==> src/rtl/seven_segment_decoder.sv <==
`default_nettype none
// ============================================================================
// Module      : seven_segment_decoder
// Description : Registered BCD/hex to seven-segment decoder with lamp test,
//               blanking, ripple-blank chaining and selectable drive polarity.
//               Define SEVEN_SEG_HEX_EN to decode num 10-15 as A,b,C,d,E,F.
// Revision    : 1.0 - initial release
// ============================================================================
module seven_segment_decoder #(
  parameter int ACTIVE_LOW = 0
) (
  input  logic       clk,
  input  logic       rst,
  input  logic [3:0] num,
  input  logic       in_valid,
  input  logic       lt,
  input  logic       bl,
  input  logic       rbi,
  input  logic       dp_in,
  output logic [6:0] seg,
  output logic       dp,
  output logic       rbo,
  output logic       out_valid
);

  localparam logic       c_inv     = (ACTIVE_LOW != 0);
  localparam logic [6:0] c_all_off = 7'b0000000;
  localparam logic [6:0] c_all_on  = 7'b1111111;

  logic [6:0] w_glyph;
  logic [6:0] w_seg;
  logic       w_dp;
  logic       w_rbo;

  logic [6:0] r_seg;
  logic       r_dp;
  logic       r_rbo;
  logic       r_out_valid;

  // Glyph table in logical polarity, bits g..a
  always_comb begin
    w_glyph = c_all_off;
    case (num)
      4'd0:  w_glyph = 7'b0111111;
      4'd1:  w_glyph = 7'b0000110;
      4'd2:  w_glyph = 7'b1011011;
      4'd3:  w_glyph = 7'b1001111;
      4'd4:  w_glyph = 7'b1100110;
      4'd5:  w_glyph = 7'b1101101;
      4'd6:  w_glyph = 7'b1111101;
      4'd7:  w_glyph = 7'b0000111;
      4'd8:  w_glyph = 7'b1111111;
      4'd9:  w_glyph = 7'b1101111;
`ifdef SEVEN_SEG_HEX_EN
      4'd10: w_glyph = 7'b1110111;
      4'd11: w_glyph = 7'b1111100;
      4'd12: w_glyph = 7'b0111001;
      4'd13: w_glyph = 7'b1011110;
      4'd14: w_glyph = 7'b1111001;
      4'd15: w_glyph = 7'b1110001;
`endif
      default: w_glyph = c_all_off;
    endcase
  end

  // Lamp test overrides blanking, which overrides ripple blank
  always_comb begin
    w_seg = w_glyph;
    w_dp  = dp_in;
    w_rbo = 1'b0;
    if (lt) begin
      w_seg = c_all_on;
      w_dp  = 1'b1;
    end else if (bl) begin
      w_seg = c_all_off;
      w_dp  = 1'b0;
    end else if (rbi && (num == 4'd0)) begin
      w_seg = c_all_off;
      w_rbo = 1'b1;
    end
  end

  // Polarity is folded in before the register so outputs come straight off flops
  always_ff @(posedge clk) begin
    if (rst) begin
      r_seg       <= {7{c_inv}};
      r_dp        <= c_inv;
      r_rbo       <= 1'b0;
      r_out_valid <= 1'b0;
    end else begin
      r_out_valid <= in_valid;
      if (in_valid) begin
        r_seg <= w_seg ^ {7{c_inv}};
        r_dp  <= w_dp ^ c_inv;
        r_rbo <= w_rbo;
      end
    end
  end

  assign seg       = r_seg;
  assign dp        = r_dp;
  assign rbo       = r_rbo;
  assign out_valid = r_out_valid;

endmodule
`default_nettype wire

==> config.mk <==
export PLATFORM = sky130hd
export DESIGN_NAME = seven_segment_decoder
export DESIGN_NICKNAME = d
export VERILOG_FILES = /design/src/rtl/seven_segment_decoder.sv
export SDC_FILE = /design/constraint.sdc
export NUM_CORES = 1
export LEC_CHECK = 0
export ABC_CLOCK_PERIOD_IN_PS = 1400
export CAP_MARGIN = 20
export CORE_UTILIZATION = 43
export CTS_CLUSTER_DIAMETER = 120
export DETAILED_ROUTE_END_ITERATION = 12
export GPL_ROUTABILITY_DRIVEN = 0
export PLACE_DENSITY = 0.77
export SLEW_MARGIN = 20
export SYNTH_ARGS = -nofsm -noshare
export SYNTH_HDL_FRONTEND = slang
export SYNTH_SLANG_ARGS = --single-unit
==> constraint.sdc <==
create_clock -name clk -period 1.4 [get_ports clk]
set_clock_uncertainty 0.1 [all_clocks]
set_input_delay 0.21 -clock clk [delete_from_list [all_inputs] [get_ports clk]]
set_output_delay 0.21 -clock clk [all_outputs]
set_load 0.1 [all_outputs]
==> impl_metrics.env <==
export IMPL_hold_viol_final=0
export IMPL_ant_nets=0
export IMPL_synth_area_leaders="dfxtp_1 33%, ha_1 10%, o21ai_1 5.0%"
export IMPL_setup_ws_ps=-21.4
export IMPL_overflow=0
export IMPL_cts_made_buffers=3
export IMPL_worst_pin_slew_ps=430
export IMPL_syn_nets=85
export IMPL_synth_top_area_share_pct=33.1
export IMPL_syn_inst=69
export IMPL_yosysMostFrequentCell="dfxtp_1"
export IMPL_arrival_ps=1480
export IMPL_fill_cells=82
export IMPL_cts_setup_buffers=0
export IMPL_grt_max_degree=10
export IMPL_grt_pass1_vias=546
export IMPL_combPwrFrac_pct=43.5
export IMPL_synthXorXnorAreaFrac_pct=0
export IMPL_path_clk_slew_ps=70
export IMPL_clock_path_buffers=2
export IMPL_layout_nets=119
export IMPL_firstDrtPassIters=7
export IMPL_hold_path_depth=2
export IMPL_power_internal_mw=0.580
export IMPL_cp_max_fo=3
export IMPL_seq_area_frac_synth_pct=33.1
export IMPL_htree_levels=1
export IMPL_hold_end="rbo"
export IMPL_cts_root_buf="clkbuf_4"
export IMPL_drc=0
export IMPL_synth_cell_type_count=28
export IMPL_min_from="rbo"
export IMPL_ys_async_sr_fraction_pct=0
export IMPL_fin_crit_sh_pct=102
export IMPL_vias=633
export IMPL_r2r_start="seg[1]"
export IMPL_track_usage_pct=22.5
export IMPL_endpoint_kind="flop"
export IMPL_violations="negative setup slack"
export IMPL_power_switching_mw=0.377
export IMPL_relSlewSlack_pct=71.3
export IMPL_p_seq_share_pct=34.5
export IMPL_die_h_um=39.5
export IMPL_max_freq_mhz=704
export IMPL_fin_setup_tns_ps=-21.4
export IMPL_synthTopCellsByCount="10 x dfxtp_1, 8 x nor2_1, 6 x o21ai_1"
export IMPL_synth_edf_count=0
export IMPL_fp_coreArea_um2=1300
export IMPL_switching_share_pct=39.4
export IMPL_syn_area_per_cell_um2=8.78
export IMPL_boundaryPins=21
export IMPL_die_width_um=39.5
export IMPL_synth_top_family_by_area="simple AND/OR/NAND/NOR gates"
export IMPL_vias_per_cell=5.46
export IMPL_p_clk_share_pct=22.0
export IMPL_leakage_nw=0.471
export IMPL_routedWlPerCell_um=15.4
export IMPL_detail_route_iter0_violations=7
export IMPL_start_kind="input pin"
export IMPL_antennaDiodeCount=0
export IMPL_hold_path_class="flop to flop"
export IMPL_drive_above_1_share_pct=42.6
export IMPL_outcome="finished, violations left"
export IMPL_power_density_nw_per_um2=870
export IMPL_grt_pass1_wl_um=2280
export IMPL_clkSinkCount=10
export IMPL_ys_flop_type="dfxtp_1"
export IMPL_insertion_delay_ps=270
export IMPL_setup_viol_count_final=1
export IMPL_synth_seq_cells=10
export IMPL_ir_drop_v=0.000631
export IMPL_worst_endpoint_required_ps=1460
export IMPL_area_delta_synth_final_pct=81.8
export IMPL_synthesis_area_um2=606
export IMPL_rows=13
export IMPL_synth_warnings=0
export IMPL_final_util_pct=84.6
export IMPL_r2r_end="seg[1]"
export IMPL_routed_wl_um=1790
export IMPL_start_util_pct=46.5
export IMPL_portBuffers=20
export IMPL_final_max_slew_viol_count=0
export IMPL_cts_tree="built"
export IMPL_design_die_area_um2=1560
export IMPL_antenna_found_initial=0
export IMPL_synth_largest_area_cell="dfxtp_1"
export IMPL_synth_compound_area_share_pct=20.5
export IMPL_synth_mux_area_share_pct=1.65
export IMPL_place_hpwl_um=1150
export IMPL_reg2reg_setup_slack_ps=400
export IMPL_post_route_min_period_ps=1420
export IMPL_synthAdderAreaFrac_pct=10.3
export IMPL_yosys_area_share_simple_pct=27.3
export IMPL_reg2reg_depth=3
export IMPL_critPathKind="input pin to flop"
export IMPL_max_cap_viol_count=0
-- worst max-delay path by stage --
stage,from,end,slack (ps),cells after the start
after floorplan,dp,dp,10,2
after global placement,num[0],seg[5],-280,6
after detailed placement,num[0],seg[5],-340,6
after CTS,num[0],seg[1],30,5
after global routing,num[0],seg[5],-80,6
final,num[0],seg[5],-20,6
-- cells in the final DEF (no fill, tap or decap), types with 4 or more instances in the layout --
| cell type | count |
|---|---|
| buf_4 | 13 |
| buf_12 | 10 |
| nor2_1 | 8 |
| o21ai_1 | 7 |
| clkdlybuf4s50_1 | 7 |
| dfxtp_2 | 6 |
| nor3b_1 | 4 |
| ha_1 | 4 |
| dfxtp_1 | 4 |
-- final cells by class --
cell class / count / area, um^2 / share of cell area (%)
inverter: 5 / 18.8 / 1.70
tap: 15 / 18.8 / 1.70
sequential: 10 / 208 / 18.9
multi-input combinational: 50 / 428 / 38.9
clock buffer: 3 / 22.5 / 2.05
timing repair buffer: 33 / 405 / 36.8
-- critical path: stages --
cell and delay (ps):
clkdlybuf4s50_1 500, inv_2 70, ha_4 170, nor2b_4 130, o31ai_1 290, o21ai_1 100
-- power groups by stage --
stage / combinational, mW / clock, mW / sequential [mW]
floorplan: 0.0809 / 0 / 0.475
detailed placement: 0.388 / 0 / 0.337
global route: 0.434 / 0.215 / 0.331
global placement: 0.384 / 0 / 0.335
finish: 0.417 / 0.210 / 0.330
CTS: 0.396 / 0.207 / 0.330
-- what timing repair did --
action                     4_1_cts  5_1_grt
setup endpoints to repair        4        6
hold buffers                     0        0
pin swaps                        0        2
resized for setup                3       13
-- kinds of logic (layout without fill, tap and decap cells) --
| kind of cell | count (synthesis) | count (layout) |
|---|---|---|
| and+or+nand+nor | 25 | 25 |
| adders and majority gates | 5 | 5 |
| muxes | 1 | 1 |
| buffers and inverters | 9 | 41 |
| AOI/OAI and AO/OA | 19 | 19 |
| DFF | 10 | 10 |
-- sequential cells by signal, indices dropped and copies added, names as in the netlist --
name       flops
rbo            1
seg            7
out_valid      1
dp             1
-- stage by stage --
stage / std cells / area, um^2 / hold slack [ps] / power, mW / worst slack (ps)
after CTS: 116 / 1040 / 402 / 0.933 / 26.0
after global routing: 116 / 1100 / 423 / 0.981 / -77.5
after global placement: 113 / 1000 / 390 / 0.719 / -283
final: 116 / 1100 / 410 / 0.957 / -21.4
after floorplan: 69 / 613 / 262 / 0.556 / 10.3
after detailed placement: 113 / 1000 / 388 / 0.725 / -336
-- layer usage --
layer  vias up  wire [um]  track usage (%)
met2        19        916             37.3
met4         0         36             17.2
met1       302        782             26.0
li1        308          -                -
met5         -          0                0
met3         4         51             2.27
Note: power is estimated with default switching activity, not from simulation.
==> patch: new RTL, same settings <==
Build with the macro `SEVEN_SEG_HEX_EN` defined.
--- a/src/rtl/seven_segment_decoder.sv
+++ b/src/rtl/seven_segment_decoder.sv
@@ -6,6 +6,8 @@
 //               Define SEVEN_SEG_HEX_EN to decode num 10-15 as A,b,C,d,E,F.
 // Revision    : 1.0 - initial release
 // ============================================================================
+`define SEVEN_SEG_HEX_EN
+
 module seven_segment_decoder #(
   parameter int ACTIVE_LOW = 0
 ) (
Formal check against the unedited RTL: not equivalent (a bounded check fails within 4 cycles, from zero or initial values and one cycle with rst high).
==> patch against the unedited design <==
Routed wire length fell by 14%. Cell count up 9.5%. Via count is 4.3% higher. Synthesized area rose by 13%. Clock power grew 21%. Sequential share of layout area is 0.83 points lower. Count of clock-buffer cells in the layout up 1. Worst setup slack improved by 0.096 ns. Sequential cell count is the same. Design area rose by 4.0%. Total power increased by 5.7%. Maximum frequency increased by 7.2%. Largest power group unchanged.
==> patch: results (changes against the unedited design) <==
* DRC errors left: 0 (unchanged)
* Post-cts repair resize count: 7 (+4)
- The amount of wire on met2 after detailed routing came to 787 microns (-14%).
* Total Routing Usage GR: 0.201 (-0.0239)
- Following the worst setup path forward leads to its endpoint at seg[3]$_SDFFE_PP0P_.
* Clock network fraction of total power: 0.251 (+0.031)
- Cells after DPL: 123 (+8.8%)
- The share of total power in combinational logic was 0.421 (-0.014).
* Sequential area share after synthesis: 0.294 (-0.0370)
- The largest incremental delay on the critical path was 0.48 ns (-0.02 ns).
* Transition time at the pin with the least slew margin: 0.294 ns (-0.136 ns)
- Total leakage power: 0.505 nW (+7.2%)
- The net count of the finished layout is 129 (+8.4%).
- Final Setup Violations: 0 (-1)
- Library cells used by synthesis: 29 (+3.6%)
- The total via count in the routed design was 660 (+4.3%).
- Status: finished clean
- Drt wl/cell: 12.1 microns (-22%)
* Initial DRT Pass Iterations: 4 (-3)
- The portion of the clock cycle consumed by the worst path in the final layout came to 0.947 (-0.0685).
* Placed instance area: 0.00109 sq mm (+9.0%)
* CP arrival: 1.42 ns (-0.06 ns)
* H-tree levels: 1 (unchanged)
- The count of cells along the worst register-to-register path came to 3 (unchanged).
- GR Util met3: 0.0348 (+0.0121)
* Psw: 0.000362 W (-4.1%)
* CP delay by family, top: multiplexers
* Commonest cells post-synth: 10 x dfxtp_1, 9 x nor2_1, 6 x ha_1
- Largest cells by area after synthesis: dfxtp_1 29%, ha_1 11%, mux2i_1 5.9%
- Met1 routing resource usage after global routing: 0.238 (-0.0212)
* Via count of the first global-routing pass: 662 (+21%)
* Setup slack at placement: -0.496 ns (-0.160 ns)
- Aggregate routed wire length: 1530 microns (-14%)
- The met1 routed wirelength after detailed routing was 674 microns (-14%).
* Global-route wire length before repair: 2690 microns (+18%)
* First DRT Iteration DRCs: 6 (-1)
- Total power divided by cell area: 884 mW/mm^2 (+1.7%)
* Origin of the worst setup path: num[0]
* Classification of the worst-slack hold path: flip-flop to flip-flop
- The endpoint identified for the worst register-to-register timing path is seg[5]$_SDFFE_PP0P_.
- The net count after synthesis came to 93 (+9.4%).
- The multiplexer share of the synthesized area was 0.130 (+0.114).
* Maximum fanout count along the critical path: 6 (+3)
- Met3 wirelength from detailed routing: 56 microns (+9.8%)
- Synthesized-area fraction occupied by adder cells: 0.110 (+0.00679)
- Hold depth: 2 (unchanged)
- Worst voltage drop across the vdd grid: 427 uV (-32%)
- The fraction of layout cells with a size suffix above 1 was 0.378 (-0.0474).
- The fraction of synthesized cell area in xor and xnor cells came to 0 (unchanged).
- Highest-delay cell along the critical path: mux4_1
- The count of synthesis-stage warnings from yosys was 0 (unchanged).
* Total setup buffers inserted after CTS: 0 (unchanged)
- Filler cell count: 95 (+16%)
- Fraction of the mapped netlist area in compound gates: 0.128 (-0.0761)
* R2r setup slk: 0.55 ns (+0.15 ns)
* Startpoint of the worst register-to-register path: seg[5]$_SDFFE_PP0P_
- Syn Inst Count: 76 (+10%)
- The half-perimeter wire length after placement was 1230 microns (+7.0%).
- The met2 routing resource usage after global routing was 0.338 (-0.0355).
patch: tightest hold or removal path: cells and delay by family (launching register included):
| family | cells | cell delay (ns) |
|---|---|---|
| compound gates | 1 | 0.05 |
| flops | 1 | 0.33 |
| simple gates | 1 | 0.08 |
patch: how the worst min path moves through the flow:
stage	start	endpoint	slack, ns
finish	seg[1]$_SDFFE_PP0P_	seg[1]$_SDFFE_PP0P_	0.40
global route	dp_in	dp$_SDFFE_PP0P_	0.42
CTS	seg[1]$_SDFFE_PP0P_	seg[1]$_SDFFE_PP0P_	0.40
global placement	rbo$_SDFFE_PP0P_	rbo$_SDFFE_PP0P_	0.39
floorplan	rst	out_valid$_SDFF_PP0_	0.19
detailed placement	seg[1]$_SDFFE_PP0P_	seg[1]$_SDFFE_PP0P_	0.40
patch: layout make-up:
cell class	count	area, sq um	area share
Inverter	4	15.0	0.0131
Multi-Input combinational cell	58	458	0.400
Tap cell	16	20.0	0.0175
Clock buffer	4	36.3	0.0317
Sequential cell	10	206	0.180
Timing Repair Buffer	35	409	0.357
